**src/rtl/fp4_fft_stream_ctrl_pkg.sv**
```systemverilog
// Shared types for the FP4 FFT streaming front end: FSM states and the 9-bit output beat.
// No logic; latency and backpressure are properties of the users of these types.
package fp4_fft_stream_ctrl_pkg;
    localparam int SAMPLE_W = 8;

    typedef enum logic [2:0] {
        ST_IDLE,
        ST_LOAD,
        ST_START,
        ST_WAIT_DONE,
        ST_UNLOAD
    } state_t;

    // Sample layout is {re[7:4], im[3:0]}; the controller moves it opaquely.
    typedef struct packed {
        logic                last;
        logic [SAMPLE_W-1:0] dat;
    } beat_t;
endpackage

```
**src/rtl/fp4_fft_stream_ctrl_if.sv**
```systemverilog
// Host stream and fp4_fft_top memory-port bundle; master is the controller side.
// Pure wiring: no latency, and backpressure is carried by s_ready/m_ready.
interface fp4_fft_stream_ctrl_if
    import fp4_fft_stream_ctrl_pkg::*;
#(
    parameter int ADDR_WIDTH = 5
) ();
    logic [ADDR_WIDTH-1:0] n_cfg;
    logic                  s_valid;
    logic                  s_ready;
    logic [SAMPLE_W-1:0]   s_data;
    logic                  m_valid;
    logic                  m_ready;
    logic [SAMPLE_W-1:0]   m_data;
    logic                  m_last;
    logic                  busy;
    logic                  frame_done;
    logic                  err_timeout;
    logic                  fft_start;
    logic [ADDR_WIDTH-1:0] fft_n_config;
    logic                  fft_done;
    logic                  ext_wr_en;
    logic [ADDR_WIDTH-1:0] ext_wr_addr;
    logic [SAMPLE_W-1:0]   ext_wr_data;
    logic [ADDR_WIDTH-1:0] ext_rd_addr;
    logic [SAMPLE_W-1:0]   ext_rd_data;

    modport master (
        input  n_cfg, s_valid, s_data, m_ready, fft_done, ext_rd_data,
        output s_ready, m_valid, m_data, m_last, busy, frame_done, err_timeout,
               fft_start, fft_n_config, ext_wr_en, ext_wr_addr, ext_wr_data, ext_rd_addr
    );

    modport slave (
        output n_cfg, s_valid, s_data, m_ready, fft_done, ext_rd_data,
        input  s_ready, m_valid, m_data, m_last, busy, frame_done, err_timeout,
               fft_start, fft_n_config, ext_wr_en, ext_wr_addr, ext_wr_data, ext_rd_addr
    );
endinterface

```
**src/rtl/fp4_fft_stream_ctrl_fifo2.sv**
```systemverilog
// Two-entry beat FIFO; head is visible the cycle after push, push/pop may coincide.
// No internal backpressure: the caller guarantees it never pushes when full.
module fp4_stream_fifo2
    import fp4_fft_stream_ctrl_pkg::*;
(
    input  logic       clk,
    input  logic       rst,
    input  logic       push_i,
    input  beat_t      push_dat_i,
    input  logic       pop_i,
    output beat_t      head_o,
    output logic [1:0] count_o
);
    beat_t      mem_q [2];
    logic       wptr_q;
    logic       rptr_q;
    logic [1:0] count_q;

    always_ff @(posedge clk or negedge rst) begin
        if (!rst) begin
            mem_q[0] <= '0;
            mem_q[1] <= '0;
            wptr_q   <= 1'b0;
            rptr_q   <= 1'b0;
            count_q  <= 2'd0;
        end else begin
            if (push_i) begin
                mem_q[wptr_q] <= push_dat_i;
                wptr_q        <= ~wptr_q;
            end
            if (pop_i) begin
                rptr_q <= ~rptr_q;
            end
            count_q <= count_q + {1'b0, push_i} - {1'b0, pop_i};
        end
    end

    assign head_o  = mem_q[rptr_q];
    assign count_o = count_q;
endmodule

```
**src/rtl/fp4_fft_stream_ctrl.sv**
```systemverilog
// Loads one frame into fp4_fft_top, starts it, and streams the results back out with last.
// Output sustains one beat/cycle; reads are throttled so FIFO plus in-flight never exceeds 2.
module fp4_fft_stream_ctrl
    import fp4_fft_stream_ctrl_pkg::*;
#(
    parameter int MAX_N          = 32,
    parameter int ADDR_WIDTH     = $clog2(MAX_N),
    parameter int TIMEOUT_CYCLES = 4096
) (
    input logic                   clk,
    input logic                   rst,
    fp4_fft_stream_ctrl_if.master bus
);
    localparam int TW = (TIMEOUT_CYCLES > 1) ? $clog2(TIMEOUT_CYCLES) : 1;
    localparam logic [TW-1:0] TIMER_LAST = TW'((TIMEOUT_CYCLES > 0) ? TIMEOUT_CYCLES - 1 : 0);

    state_t                state_q, state_d;
    logic [ADDR_WIDTH-1:0] n_reg_q, n_reg_d;
    logic [ADDR_WIDTH-1:0] wr_cnt_q, wr_cnt_d;
    logic [ADDR_WIDTH-1:0] rd_cnt_q, rd_cnt_d;
    logic                  rd_done_q, rd_done_d;
    logic [TW-1:0]         timer_q, timer_d;
    logic                  inflight_q, inflight_last_q, frame_done_q;
    logic                  issue, pop, err_timeout;
    logic [2:0]            occ;
    beat_t                 head;
    logic [1:0]            fifo_cnt;

    fp4_stream_fifo2 u_fifo (
        .clk        (clk),
        .rst        (rst),
        .push_i     (inflight_q),
        .push_dat_i ({inflight_last_q, bus.ext_rd_data}),
        .pop_i      (pop),
        .head_o     (head),
        .count_o    (fifo_cnt)
    );

    assign pop = bus.m_valid & bus.m_ready;
    // Occupancy after this cycle's pop, so a steady stream can issue every cycle.
    assign occ   = {1'b0, fifo_cnt} + {2'b0, inflight_q} - {2'b0, pop};
    assign issue = (state_q == ST_UNLOAD) && !rd_done_q && (occ < 3'd2);

    always_comb begin
        state_d     = state_q;
        n_reg_d     = n_reg_q;
        wr_cnt_d    = wr_cnt_q;
        rd_cnt_d    = rd_cnt_q;
        rd_done_d   = rd_done_q;
        timer_d     = timer_q;
        err_timeout = 1'b0;
        case (state_q)
            ST_IDLE: begin
                if (bus.s_valid) begin
                    n_reg_d  = bus.n_cfg;
                    wr_cnt_d = '0;
                    state_d  = ST_LOAD;
                end
            end
            ST_LOAD: begin
                if (bus.s_valid) begin
                    wr_cnt_d = wr_cnt_q + 1'b1;
                    if (wr_cnt_q == n_reg_q) state_d = ST_START;
                end
            end
            ST_START: begin
                timer_d = '0;
                state_d = ST_WAIT_DONE;
            end
            ST_WAIT_DONE: begin
                if (bus.fft_done) begin
                    rd_cnt_d  = '0;
                    rd_done_d = 1'b0;
                    state_d   = ST_UNLOAD;
                end else if ((TIMEOUT_CYCLES != 0) && (timer_q == TIMER_LAST)) begin
                    err_timeout = 1'b1;
                    state_d     = ST_IDLE;
                end else begin
                    timer_d = timer_q + 1'b1;
                end
            end
            ST_UNLOAD: begin
                if (issue) begin
                    rd_cnt_d = rd_cnt_q + 1'b1;
                    if (rd_cnt_q == n_reg_q) rd_done_d = 1'b1;
                end
                if (pop && head.last) state_d = ST_IDLE;
            end
            default: state_d = ST_IDLE;
        endcase
    end

    always_ff @(posedge clk or negedge rst) begin
        if (!rst) begin
            state_q         <= ST_IDLE;
            n_reg_q         <= '0;
            wr_cnt_q        <= '0;
            rd_cnt_q        <= '0;
            rd_done_q       <= 1'b0;
            timer_q         <= '0;
            inflight_q      <= 1'b0;
            inflight_last_q <= 1'b0;
            frame_done_q    <= 1'b0;
        end else begin
            state_q         <= state_d;
            n_reg_q         <= n_reg_d;
            wr_cnt_q        <= wr_cnt_d;
            rd_cnt_q        <= rd_cnt_d;
            rd_done_q       <= rd_done_d;
            timer_q         <= timer_d;
            inflight_q      <= issue;
            inflight_last_q <= issue && (rd_cnt_q == n_reg_q);
            frame_done_q    <= pop && head.last;
        end
    end

    assign bus.s_ready      = (state_q == ST_LOAD);
    assign bus.ext_wr_en    = (state_q == ST_LOAD) && bus.s_valid;
    assign bus.ext_wr_addr  = wr_cnt_q;
    assign bus.ext_wr_data  = bus.ext_wr_en ? bus.s_data : '0;
    assign bus.ext_rd_addr  = rd_cnt_q;
    assign bus.fft_start    = (state_q == ST_START);
    assign bus.fft_n_config = n_reg_q;
    assign bus.busy         = (state_q != ST_IDLE);
    assign bus.err_timeout  = err_timeout;
    assign bus.frame_done   = frame_done_q;
    assign bus.m_valid      = (fifo_cnt != 2'd0);
    assign bus.m_data       = bus.m_valid ? head.dat : '0;
    assign bus.m_last       = bus.m_valid & head.last;
endmodule
```
**src/flat_wrapper.sv**
```systemverilog
// flat-port wrapper written by rule: the top's interface ports become plain ports
module fp4_fft_stream_ctrl_flat import fp4_fft_stream_ctrl_pkg::*;
#(
    parameter int MAX_N          = 32,
    parameter int ADDR_WIDTH     = $clog2(MAX_N),
    parameter int TIMEOUT_CYCLES = 4096
)
  (clk, rst, bus_n_cfg, bus_s_valid, bus_s_data, bus_m_ready, bus_fft_done, bus_ext_rd_data, bus_s_ready, bus_m_valid, bus_m_data, bus_m_last, bus_busy, bus_frame_done, bus_err_timeout, bus_fft_start, bus_fft_n_config, bus_ext_wr_en, bus_ext_wr_addr, bus_ext_wr_data, bus_ext_rd_addr);
  fp4_fft_stream_ctrl_if #(.ADDR_WIDTH(ADDR_WIDTH)) bus_i ();
  input logic clk;
  input logic rst;
  input wire logic [$bits(bus_i.n_cfg)-1:0] bus_n_cfg;
  input wire logic [$bits(bus_i.s_valid)-1:0] bus_s_valid;
  input wire logic [$bits(bus_i.s_data)-1:0] bus_s_data;
  input wire logic [$bits(bus_i.m_ready)-1:0] bus_m_ready;
  input wire logic [$bits(bus_i.fft_done)-1:0] bus_fft_done;
  input wire logic [$bits(bus_i.ext_rd_data)-1:0] bus_ext_rd_data;
  output wire logic [$bits(bus_i.s_ready)-1:0] bus_s_ready;
  output wire logic [$bits(bus_i.m_valid)-1:0] bus_m_valid;
  output wire logic [$bits(bus_i.m_data)-1:0] bus_m_data;
  output wire logic [$bits(bus_i.m_last)-1:0] bus_m_last;
  output wire logic [$bits(bus_i.busy)-1:0] bus_busy;
  output wire logic [$bits(bus_i.frame_done)-1:0] bus_frame_done;
  output wire logic [$bits(bus_i.err_timeout)-1:0] bus_err_timeout;
  output wire logic [$bits(bus_i.fft_start)-1:0] bus_fft_start;
  output wire logic [$bits(bus_i.fft_n_config)-1:0] bus_fft_n_config;
  output wire logic [$bits(bus_i.ext_wr_en)-1:0] bus_ext_wr_en;
  output wire logic [$bits(bus_i.ext_wr_addr)-1:0] bus_ext_wr_addr;
  output wire logic [$bits(bus_i.ext_wr_data)-1:0] bus_ext_wr_data;
  output wire logic [$bits(bus_i.ext_rd_addr)-1:0] bus_ext_rd_addr;
  assign bus_i.n_cfg = bus_n_cfg;
  assign bus_i.s_valid = bus_s_valid;
  assign bus_i.s_data = bus_s_data;
  assign bus_i.m_ready = bus_m_ready;
  assign bus_i.fft_done = bus_fft_done;
  assign bus_i.ext_rd_data = bus_ext_rd_data;
  assign bus_s_ready = bus_i.s_ready;
  assign bus_m_valid = bus_i.m_valid;
  assign bus_m_data = bus_i.m_data;
  assign bus_m_last = bus_i.m_last;
  assign bus_busy = bus_i.busy;
  assign bus_frame_done = bus_i.frame_done;
  assign bus_err_timeout = bus_i.err_timeout;
  assign bus_fft_start = bus_i.fft_start;
  assign bus_fft_n_config = bus_i.fft_n_config;
  assign bus_ext_wr_en = bus_i.ext_wr_en;
  assign bus_ext_wr_addr = bus_i.ext_wr_addr;
  assign bus_ext_wr_data = bus_i.ext_wr_data;
  assign bus_ext_rd_addr = bus_i.ext_rd_addr;
  fp4_fft_stream_ctrl #(.MAX_N(MAX_N), .ADDR_WIDTH(ADDR_WIDTH), .TIMEOUT_CYCLES(TIMEOUT_CYCLES)) u_core (.clk(clk), .rst(rst), .bus(bus_i));
endmodule
```
**config.mk**
```make
export PLATFORM = sky130hd
export DESIGN_NAME = fp4_fft_stream_ctrl_flat
export DESIGN_NICKNAME = d
export VERILOG_FILES = /design/src/rtl/fp4_fft_stream_ctrl_pkg.sv /design/src/rtl/fp4_fft_stream_ctrl_if.sv /design/src/rtl/fp4_fft_stream_ctrl_fifo2.sv /design/src/rtl/fp4_fft_stream_ctrl.sv /design/src/flat_wrapper.sv
export SDC_FILE = /design/constraint.sdc
export NUM_CORES = 1
export LEC_CHECK = 0
export CAP_MARGIN = 20
export CORE_ASPECT_RATIO = 0.7
export CORE_UTILIZATION = 55
export DETAILED_ROUTE_END_ITERATION = 8
export GPL_TIMING_DRIVEN = 0
export HOLD_SLACK_MARGIN = 0.15
export PLACE_DENSITY = 0.86
export SKIP_CTS_REPAIR_TIMING = 1
export SYNTH_ARGS = -nofsm -noshare
export SYNTH_HDL_FRONTEND = slang
export SYNTH_SLANG_ARGS = --single-unit
```
**constraint.sdc**
```tcl
create_clock -name clk -period 6.55 [get_ports clk]
set_input_delay 1.6375 -clock clk [delete_from_list [all_inputs] [get_ports clk]]
set_output_delay 1.6375 -clock clk [all_outputs]
set_load 0.03 [all_outputs]
```
==> flow_summary.ini <==
[status]
outcome = finished clean

[placement]
dp_hpwl_um = 4960
postPlaceCellArea_sq_um = 3730
io_buffers = 64
gp_congestion = 0.880

[synth]
synth_seq_cells = 56
syn_avg_cell_area_sq_um = 10.8
yosysTopAreaCellShare_pct = 46.9
synth_common_cells = dfrtp_1 (56), nand2_1 (27), nor2_1 (23)
ys.flop_type = dfrtp_1
async_flop_share_pct = 100
yosysMostFrequentCell = dfrtp_1
synth_fa_ha_area_share_pct = 2.76
synth_edf_count = 0
ys_types = 53
synth_area_sq_um = 2990
synth-xor-area-share_pct = 4.10
ys_seq_area_share_pct = 46.9
syn_inst = 277
synthSimpleGateAreaFrac_pct = 19.2
synthMuxAreaShare_pct = 14.7
synthTopCellsByArea = dfrtp_1 (47%), mux2_2 (7.2%), mux2i_1 (5.7%)
syn_nets = 309
synth.largest_area_cell = dfrtp_1
synth_top_family_by_area = simple AND/OR/NAND/NOR gates
yosysWarningCount = 0
synth_compound_gate_area_share_pct = 9.79

[pwr]
powerDensity_nw_per_um2 = 454
p_leak_nw = 1.75
max-vdd-ir-drop_uv = 283

[min_path]
hold_depth = 1
worstHoldPathType = register to register

[grt]
grt_pass1_wl_um = 11900
grt_max_degree = 39
grt_pass1_vias = 2401
antenna_found_initial = 0
grt-ovfl-total = 0
gr-usage-all-layers_pct = 26.2

[die]
ios = 65
core-area_sq_um = 5230
start_util_pct = 57.2
fp.dieArea_sq_um = 5740
die_y_um = 63.7
dieWidth_um = 90.1
num_rows = 22

[sta]
timing.final.crit_share_pct = 80.6
maxSlewViolCount = 0
relSlewSlack_pct = 50.0
hold_violations = 0
max_freq_ghz = 0.189
fin_worst_skew_ps = 2.94
setup_viol = 0
tns_ps = 0
period_minus_slack_ps = 5280
rsz0062_at_grt = false
worst_pin_slew_ps = 747

[clocking]
clock_latency_ps = 310
cts_tree = done
h-tree-depth = 2
path_clk_slew_ps = 100
cts_sinks = 56
cts_root_buffer = clkbuf_8
numCtsBuffers = 5
ctsLongestPathBuffers = 2

[critical_path]
critPathMaxFanout = 9
path_class = input pin to output pin
cp_data_required_time_ps = 4910
critPathCaptureType = output pin
startpoint_type = input pin
crit_arrival_ps = 3640
worst_r2r_path_depth = 11

[route]
drt-total-wl_um = 6890
wire_per_inst_um = 16.3
viasPerCell = 5.82
ant_nets = 0
drc = 0
drtIter0Drc = 154
dr.pass1.iters = 5
num_vias = 2454

[finish]
antenna_cells = 0
drive_gt1_share_pct = 11.7
fin_util_pct = 73.5
fin_nets = 381
fin_area_sq_um = 3850
areaGrowthSynthToFinish_pct = 28.7
fill_cells = 389

[flow_run]
drv_cap = 0
==> cell type report <==
type	instances	area, sq um	area share [%]
Sequential cell	56	1400	36.4
Clock buffer	5	68.8	1.79
Buffer	10	41.3	1.07
Clock inverter	3	42.5	1.11
Inverter	9	33.8	0.878
Multi-Input combinational cell	202	1510	39.3
Tap cell	72	90.1	2.34
Timing Repair Buffer	65	656	17.0
==> power breakdown <==
part	total (mW)	switching, mW	internal [mW]	leakage (nW)
clock network	0.227	0.113	0.113	0.0541
registers	0.614	0.151	0.464	0.699
logic	0.903	0.510	0.394	0.996
==> critical path, stage by stage <==
cell	delay, ps
clkdlybuf4s50_1	550
or3b_1	360
clkbuf_1	210
nor2_1	180
clkdlybuf4s50_1	690
==> path summary, 6_finish.rpt <==
path	endpoint	from	slack, ps
max in group asynchronous	u_core.u_fifo.count_o[1]	rst	4740
worst max register to register	u_core.bus.ext_rd_addr[4]	u_core.u_fifo.count_o[1]	3840
worst min-delay path	u_core.rd_done_q	u_core.rd_done_q	490
worst max-delay path	bus_ext_wr_en	bus_s_valid	1270
min in group asynchronous	u_core.timer_q[10]	rst	1260
worst min register to register	u_core.rd_done_q	u_core.rd_done_q	490
==> cell usage in the layout (no fill, tap or decap), types with 3 or more instances in the layout <==
cell type	synthesis	final
a21oi_1	5	5
a22o_1	3	3
and3_1	10	10
buf_2	3	4
clkbuf_1	7	7
clkbuf_8	0	5
clkdlybuf4s50_1	0	63
dfrtp_1	56	56
ha_1	5	5
inv_1	9	9
mux2_1	5	5
mux2_2	19	19
mux2i_1	17	17
nand2_1	27	27
nand2b_1	4	4
nand3_1	7	7
nand4_1	3	3
nor2_1	23	23
nor3_1	4	4
o211ai_1	6	6
o21ai_1	9	9
o311ai_1	3	3
or3_1	4	4
xnor2_1	4	4
xor2_1	10	10
==> registers in the layout (all words and copies together) (netlist names), 2 cells and up <==
register                 flops
u_core.u_fifo.mem_q         18
u_core.timer_q              12
u_core.bus.ext_rd_addr       5
u_core.bus.ext_wr_addr       5
u_core.bus.fft_n_config      5
u_core.state_q               3
u_core.u_fifo.count_o        2
==> per-layer routing <==
layer	vias up	part of all wire, %	track usage [%]
met4	0	0.87	7.06
met1	1200	47	38.2
li1	1143	-	-
met2	104	45	40.7
met3	7	6.3	4.35
met5	-	0	0
==> stage by stage <==
step           power, mW  hold slack (ps)  std cells  worst slack, ps
2_1_floorplan       1.18              450        277             2320
3_3_place_gp        1.47              464        413             1330
3_5_place_dp        1.51              478        414             1300
4_1_cts             1.74              497        422             1280
5_1_grt             1.86              520        422             1150
6_report            1.74              495        422             1270
==> cells by family (layout without fill, tap and decap cells) <==
family	after synthesis	count (layout)
adders and majority gates	6	6
xor gates and xnor gates	14	14
DFF	56	56
muxes	41	41
and+or+nand+nor	102	102
buffers and inverters	19	92
AOI/OAI and AO/OA	39	39
Power figures use the tool's default switching activity.
